File: config.mk
export PLATFORM = sky130hd
export DESIGN_NAME = decode_queue_ctrl
export DESIGN_NICKNAME = d
export VERILOG_FILES = /design/src/rtl/decode_queue_ctrl.sv
export SDC_FILE = /design/constraint.sdc
export NUM_CORES = 1
export LEC_CHECK = 0
export BUFFER_PORTS_ARGS = -buffer_cell sky130_fd_sc_hd__buf_2
export CORE_ASPECT_RATIO = 0.6
export CORE_MARGIN = 2
export CORE_UTILIZATION = 35
export DETAILED_ROUTE_END_ITERATION = 8
export MAX_ROUTING_LAYER = met4
export PLACE_DENSITY = 0.62
export SYNTH_ARGS = -nofsm -noshare
export SYNTH_HDL_FRONTEND = slang
export SYNTH_SLANG_ARGS = --single-unit
File: constraint.sdc
create_clock -name clk -period 2.5 [get_ports clk]
set_input_delay 0.5 -clock clk [delete_from_list [all_inputs] [get_ports clk]]
set_output_delay 0.5 -clock clk [all_outputs]
set_load 0.02 [all_outputs]
File: src/rtl/decode_queue_ctrl.sv
// Registered instruction decoder feeding a small FIFO of control bundles.
// Sits between fetch and execute so execute stalls do not back-pressure decode logic directly.
module decode_queue_ctrl #(
    parameter int OP_W  = 6,
    parameter int FN_W  = 6,
    parameter int DEPTH = 4,
    parameter int ERR_W = 8
) (
    input  logic             clk,
    input  logic             reset_n,
    input  logic             in_valid,
    output logic             in_ready,
    input  logic [OP_W-1:0]  opcode,
    input  logic [FN_W-1:0]  function_val,
    input  logic             flush,
    output logic             out_valid,
    input  logic             out_ready,
    output logic [1:0]       reg_dst,
    output logic             reg_write,
    output logic [1:0]       immediacy,
    output logic [2:0]       logic_fn,
    output logic [1:0]       functionals,
    output logic             data_read,
    output logic             data_write,
    output logic [1:0]       reg_input_data,
    output logic [3:0]       branch_type,
    output logic [1:0]       counter_selector,
    output logic             illegal,
    output logic [ERR_W-1:0] illegal_count
);
    localparam int PTR_W = (DEPTH > 1) ? $clog2(DEPTH) : 1;
    localparam int CNT_W = PTR_W + 1;

    typedef struct packed {
        logic       illegal;
        logic [1:0] reg_dst;
        logic       reg_write;
        logic [1:0] immediacy;
        logic [2:0] logic_fn;
        logic [1:0] functionals;
        logic       data_read;
        logic       data_write;
        logic [1:0] reg_input_data;
        logic [3:0] branch_type;
        logic [1:0] counter_selector;
    } bundle_t;

    bundle_t           dec;
    bundle_t           head;
    bundle_t           mem [DEPTH];
    logic [PTR_W-1:0]  rd_ptr_q;
    logic [PTR_W-1:0]  wr_ptr_q;
    logic [CNT_W-1:0]  count_q;
    logic [ERR_W-1:0]  illegal_count_q;
    logic              push;
    logic              pop;

    // A transfer happens on an edge where valid and ready are both high on that side;
    // flush overrides both sides so nothing transfers in a flush cycle.
    assign in_ready  = (count_q < CNT_W'(DEPTH));
    assign out_valid = (count_q != '0);
    assign push      = in_valid & in_ready & ~flush;
    assign pop       = out_valid & out_ready & ~flush;

    always_comb begin
        dec = '0;
        case (opcode)
            OP_W'(0): begin
                if (function_val <= FN_W'(6)) begin
                    dec.logic_fn  = function_val[2:0];
                    dec.reg_dst   = 2'b01;
                    dec.reg_write = 1'b1;
                end else begin
                    dec.illegal = 1'b1;
                end
            end
            OP_W'(1): begin
                dec.immediacy = 2'b01;
                dec.reg_write = 1'b1;
            end
            OP_W'(2): begin
                dec.immediacy      = 2'b01;
                dec.data_read      = 1'b1;
                dec.reg_input_data = 2'b01;
                dec.reg_write      = 1'b1;
            end
            OP_W'(3): begin
                dec.immediacy  = 2'b01;
                dec.data_write = 1'b1;
            end
            OP_W'(4): begin
                dec.logic_fn         = 3'b001;
                dec.branch_type      = 4'd1;
                dec.counter_selector = 2'b01;
            end
            OP_W'(5): begin
                dec.counter_selector = 2'b10;
            end
            OP_W'(6): begin
                dec.reg_dst          = 2'b10;
                dec.reg_write        = 1'b1;
                dec.reg_input_data   = 2'b10;
                dec.counter_selector = 2'b10;
            end
            default: dec.illegal = 1'b1;
        endcase
    end

    // Storage needs no reset: out_valid masks whatever it holds while empty.
    always_ff @(posedge clk) begin
        if (push) begin
            mem[wr_ptr_q] <= dec;
        end
    end

    always_ff @(posedge clk or negedge reset_n) begin
        if (!reset_n) begin
            rd_ptr_q <= '0;
            wr_ptr_q <= '0;
            count_q  <= '0;
        end else if (flush) begin
            rd_ptr_q <= '0;
            wr_ptr_q <= '0;
            count_q  <= '0;
        end else begin
            if (push) wr_ptr_q <= wr_ptr_q + 1'b1;
            if (pop)  rd_ptr_q <= rd_ptr_q + 1'b1;
            if (push && !pop)      count_q <= count_q + 1'b1;
            else if (pop && !push) count_q <= count_q - 1'b1;
        end
    end

    // Survives flush on purpose so software can still see how many bad opcodes arrived.
    always_ff @(posedge clk or negedge reset_n) begin
        if (!reset_n) begin
            illegal_count_q <= '0;
        end else if (push && dec.illegal && (illegal_count_q != {ERR_W{1'b1}})) begin
            illegal_count_q <= illegal_count_q + 1'b1;
        end
    end

    assign head             = out_valid ? mem[rd_ptr_q] : '0;
    assign reg_dst          = head.reg_dst;
    assign reg_write        = head.reg_write;
    assign immediacy        = head.immediacy;
    assign logic_fn         = head.logic_fn;
    assign functionals      = head.functionals;
    assign data_read        = head.data_read;
    assign data_write       = head.data_write;
    assign reg_input_data   = head.reg_input_data;
    assign branch_type      = head.branch_type;
    assign counter_selector = head.counter_selector;
    assign illegal          = head.illegal;
    assign illegal_count    = illegal_count_q;

endmodule

==> summary.md <==
| Metric | Value |
|---|---|
| Status | complete, no violations |
| DPL Wire Length | 4190 um |
| Largest net degree at the start of global routing | 18 |
| #FFs+latches synth | 71 |
| Wire per inst | 14.7 um |
| Combined area of all synthesized cells | 0.00328 mm^2 |
| Main synth FF type | edfxtp_1 |
| Achievable Freq | 0.427 GHz |
| Gpl congestion | 0.811 |
| Post-CTS Setup Inserts | 0 |
| Synth Area in Simple Gates | 0.141 |
| Slowest stage cell on the critical path | mux4_2 |
| Inst Count DP | 391 |
| Hold WC Path Type | in2async |
| # clock sinks | 71 |
| MaxCap Viol Count | 0 |
| Post-synthesis adder-cell area fraction | 0.0252 |
| Core region area | 0.00916 mm^2 |
| Worst-path cell chain | buf_4, mux4_2, and2_1, buf_2 |
| Yosys warning total | 0 |
| Root Buffer | clkbuf_16 |
| Drc violations | 0 |
| Post-synthesis cell type count | 39 |
| Synth Area per Inst | 14.9 um^2 |
| Layout cell share with drive strength beyond 1 | 0.325 |
| Antenna cells | 0 |
| Reg clk slew, reported paths | 60 ps |
| GR Overflow Total | 0 |
| Commonest non-fill, non-tap cells in the layout | 56 x edfxtp_1, 41 x buf_2, 21 x and2_1 |
| Pins Over Slew Limit | 0 |
| Final Net Count | 295 |
| Final Power | 4.14 mW |
| Site Rows | 27 |
| Layout Skew | 2.63 ps |
| PwrDens | 1050 mW/mm^2 |
| Post-DRT Antenna Nets | 0 |
| Post-synth EDFFs | 56 |
| Initial antenna violation count | 0 |
| Fraction of registers with async set/reset | 0.211 |
| Final Cycle Share | 0.936 |
| H-tree Lvls | 3 |
| Drt pass-1 iters | 4 |
| Vias/cell | 4.66 |
| Max Root-Sink Buffers | 2 |
| LEAKAGE | 1.52 nW |
| Cell count after synthesis | 221 |
| GRT Total Usage | 0.132 |
| Most common cell after layout, fill and taps aside | edfxtp_1 |
| DR iter-0 viols | 108 |
| CP endpoint kind | primary output |
| Mux share of post-synthesis cell area | 0.103 |
| Area growth syn-to-layout | 20.6% |
| # fillers | 837 |
| Via count | 1896 |
| Post-Synth XOR/XNOR Area | 0.0293 |
| Maximum vdd ir drop | 0.000376 V |
| Synth Area in Compound Gates | 0.0366 |
| Initial Util | 0.359 |
| Crit-path max cell delay | 530 ps |
| CP max FO | 12 |
| Setup-failing EPs final | 0 |
| Layout Cells excl Fill | 407 |
| Port bufs | 41 |
| Ports | 48 |
| Worst slew pin tran | 522 ps |
| Crit Path Class | reg2out |
| Hold_buf cts | 0 |
| Final wirelength | 5990 um |
| Worst setup SP type | flip-flop |
| Vias in the first global route | 1841 |
| Fin util | 0.432 |
| Fin crit period | 2340 ps |
| First-pass GRT wire length | 9570 um |
| CTS tree | yes |
| WP data required | 2000 ps |
| Rel. slew slack | 0.649 |
| Sequential fraction of the synthesis area | 0.627 |
| CTS buffer count | 9 |
| RSZ-0062 raised after global routing | false |
| Die X | 129 um |
| Insertion delay to the later sink of the worst-skew pair | 320 ps |
| Post-cts resize count | 0 |
| Die ar. | 0.0102 mm^2 |
| CP arrival | 1840 ps |
| Hold_ws | 74.0 ps |
| Hold Violations, Final | 0 |
| Largest family of logic cells by synthesized area | simple AND/OR/NAND/NOR gates |
| Total Neg Setup Slack | 0 ps |
| Die height | 79.0 um |
-- final cells by class --
type                    count  area [um^2]  area share
inverters                   5         18.8     0.00474
multi-input cells         133         1120       0.284
well taps                 130          163      0.0411
flip-flops and latches     71         2060       0.520
clock buffers               9          225      0.0569
clock inverters             7         72.6      0.0183
repair buffers             52          300      0.0759
-- power by group --
part / switching (mW) / internal, mW
Sequential: 0.117 / 1.41
Clock: 0.467 / 0.772
Combinational: 0.783 / 0.589
-- path summary, 6_finish.rpt --
kind / slack (ps) / depth (start not counted) / endpoint / start
min in group clk: 430 / 2 / wr_ptr_q[1] / flush
min reg2reg: 530 / 1 / illegal_count[4] / illegal_count[4]
max reg2reg: 350 / 9 / count_q[1] / count_q[0]
max: 160 / 4 / branch_type[0] / rd_ptr_q[0]
max in group asynchronous: 2160 / 1 / illegal_count[1] / reset_n
min: 70 / 1 / count_q[1] / reset_n
-- worst max-delay path, delay by kind of cell, from the launching register on --
| kind | cells | cell delay, ps |
|---|---|---|
| muxes | 1 | 530 |
| buffers and inverters | 2 | 440 |
| DFF | 1 | 360 |
| and+or+nand+nor | 1 | 190 |
-- logic make-up after synthesis --
family                   count (synthesis)
other                                    1
AND/OR/NAND/NOR                         78
XOR/XNOR                                11
buffers and inverters                   22
AO/OA/AOI/OAI                           16
multiplexers                            16
adder cells (fa/ha/maj)                  6
flip-flops                              71
-- synthesized netlist by cell type (all sizes together), types with 6 or more instances --
cell type,instances,area share
dfrtp,15,0.11
mux4,14,0.096
edfxtp,56,0.51
clkbuf,6,0.0069
nand2,8,0.0091
xnor2,8,0.021
nor2,15,0.017
and2,21,0.040
nand3,7,0.012
buf,11,0.025
nand4,6,0.013
-- state kept, by name, summed over array words and instances (netlist names) --
| signal | cells |
|---|---|
| mem | 56 |
| illegal_count | 8 |
| count_q | 3 |
| rd_ptr_q | 2 |
| wr_ptr_q | 2 |
-- stage by stage --
step | setup WS [ps] | area (um^2)
floorplan | 59.9 | 3300
global placement | 269 | 3660
detailed placement | 236 | 3660
CTS | 137 | 3960
global route | 66.5 | 3960
finish | 159 | 3960
-- routing by layer --
metal,track usage,up-vias,share of wire
met5,-,-,0
met4,0.0554,0,0.017
met3,0.0445,8,0.044
met2,0.188,42,0.45
met1,0.172,931,0.49
li1,-,915,-
(Power assumes the default switching activity.)
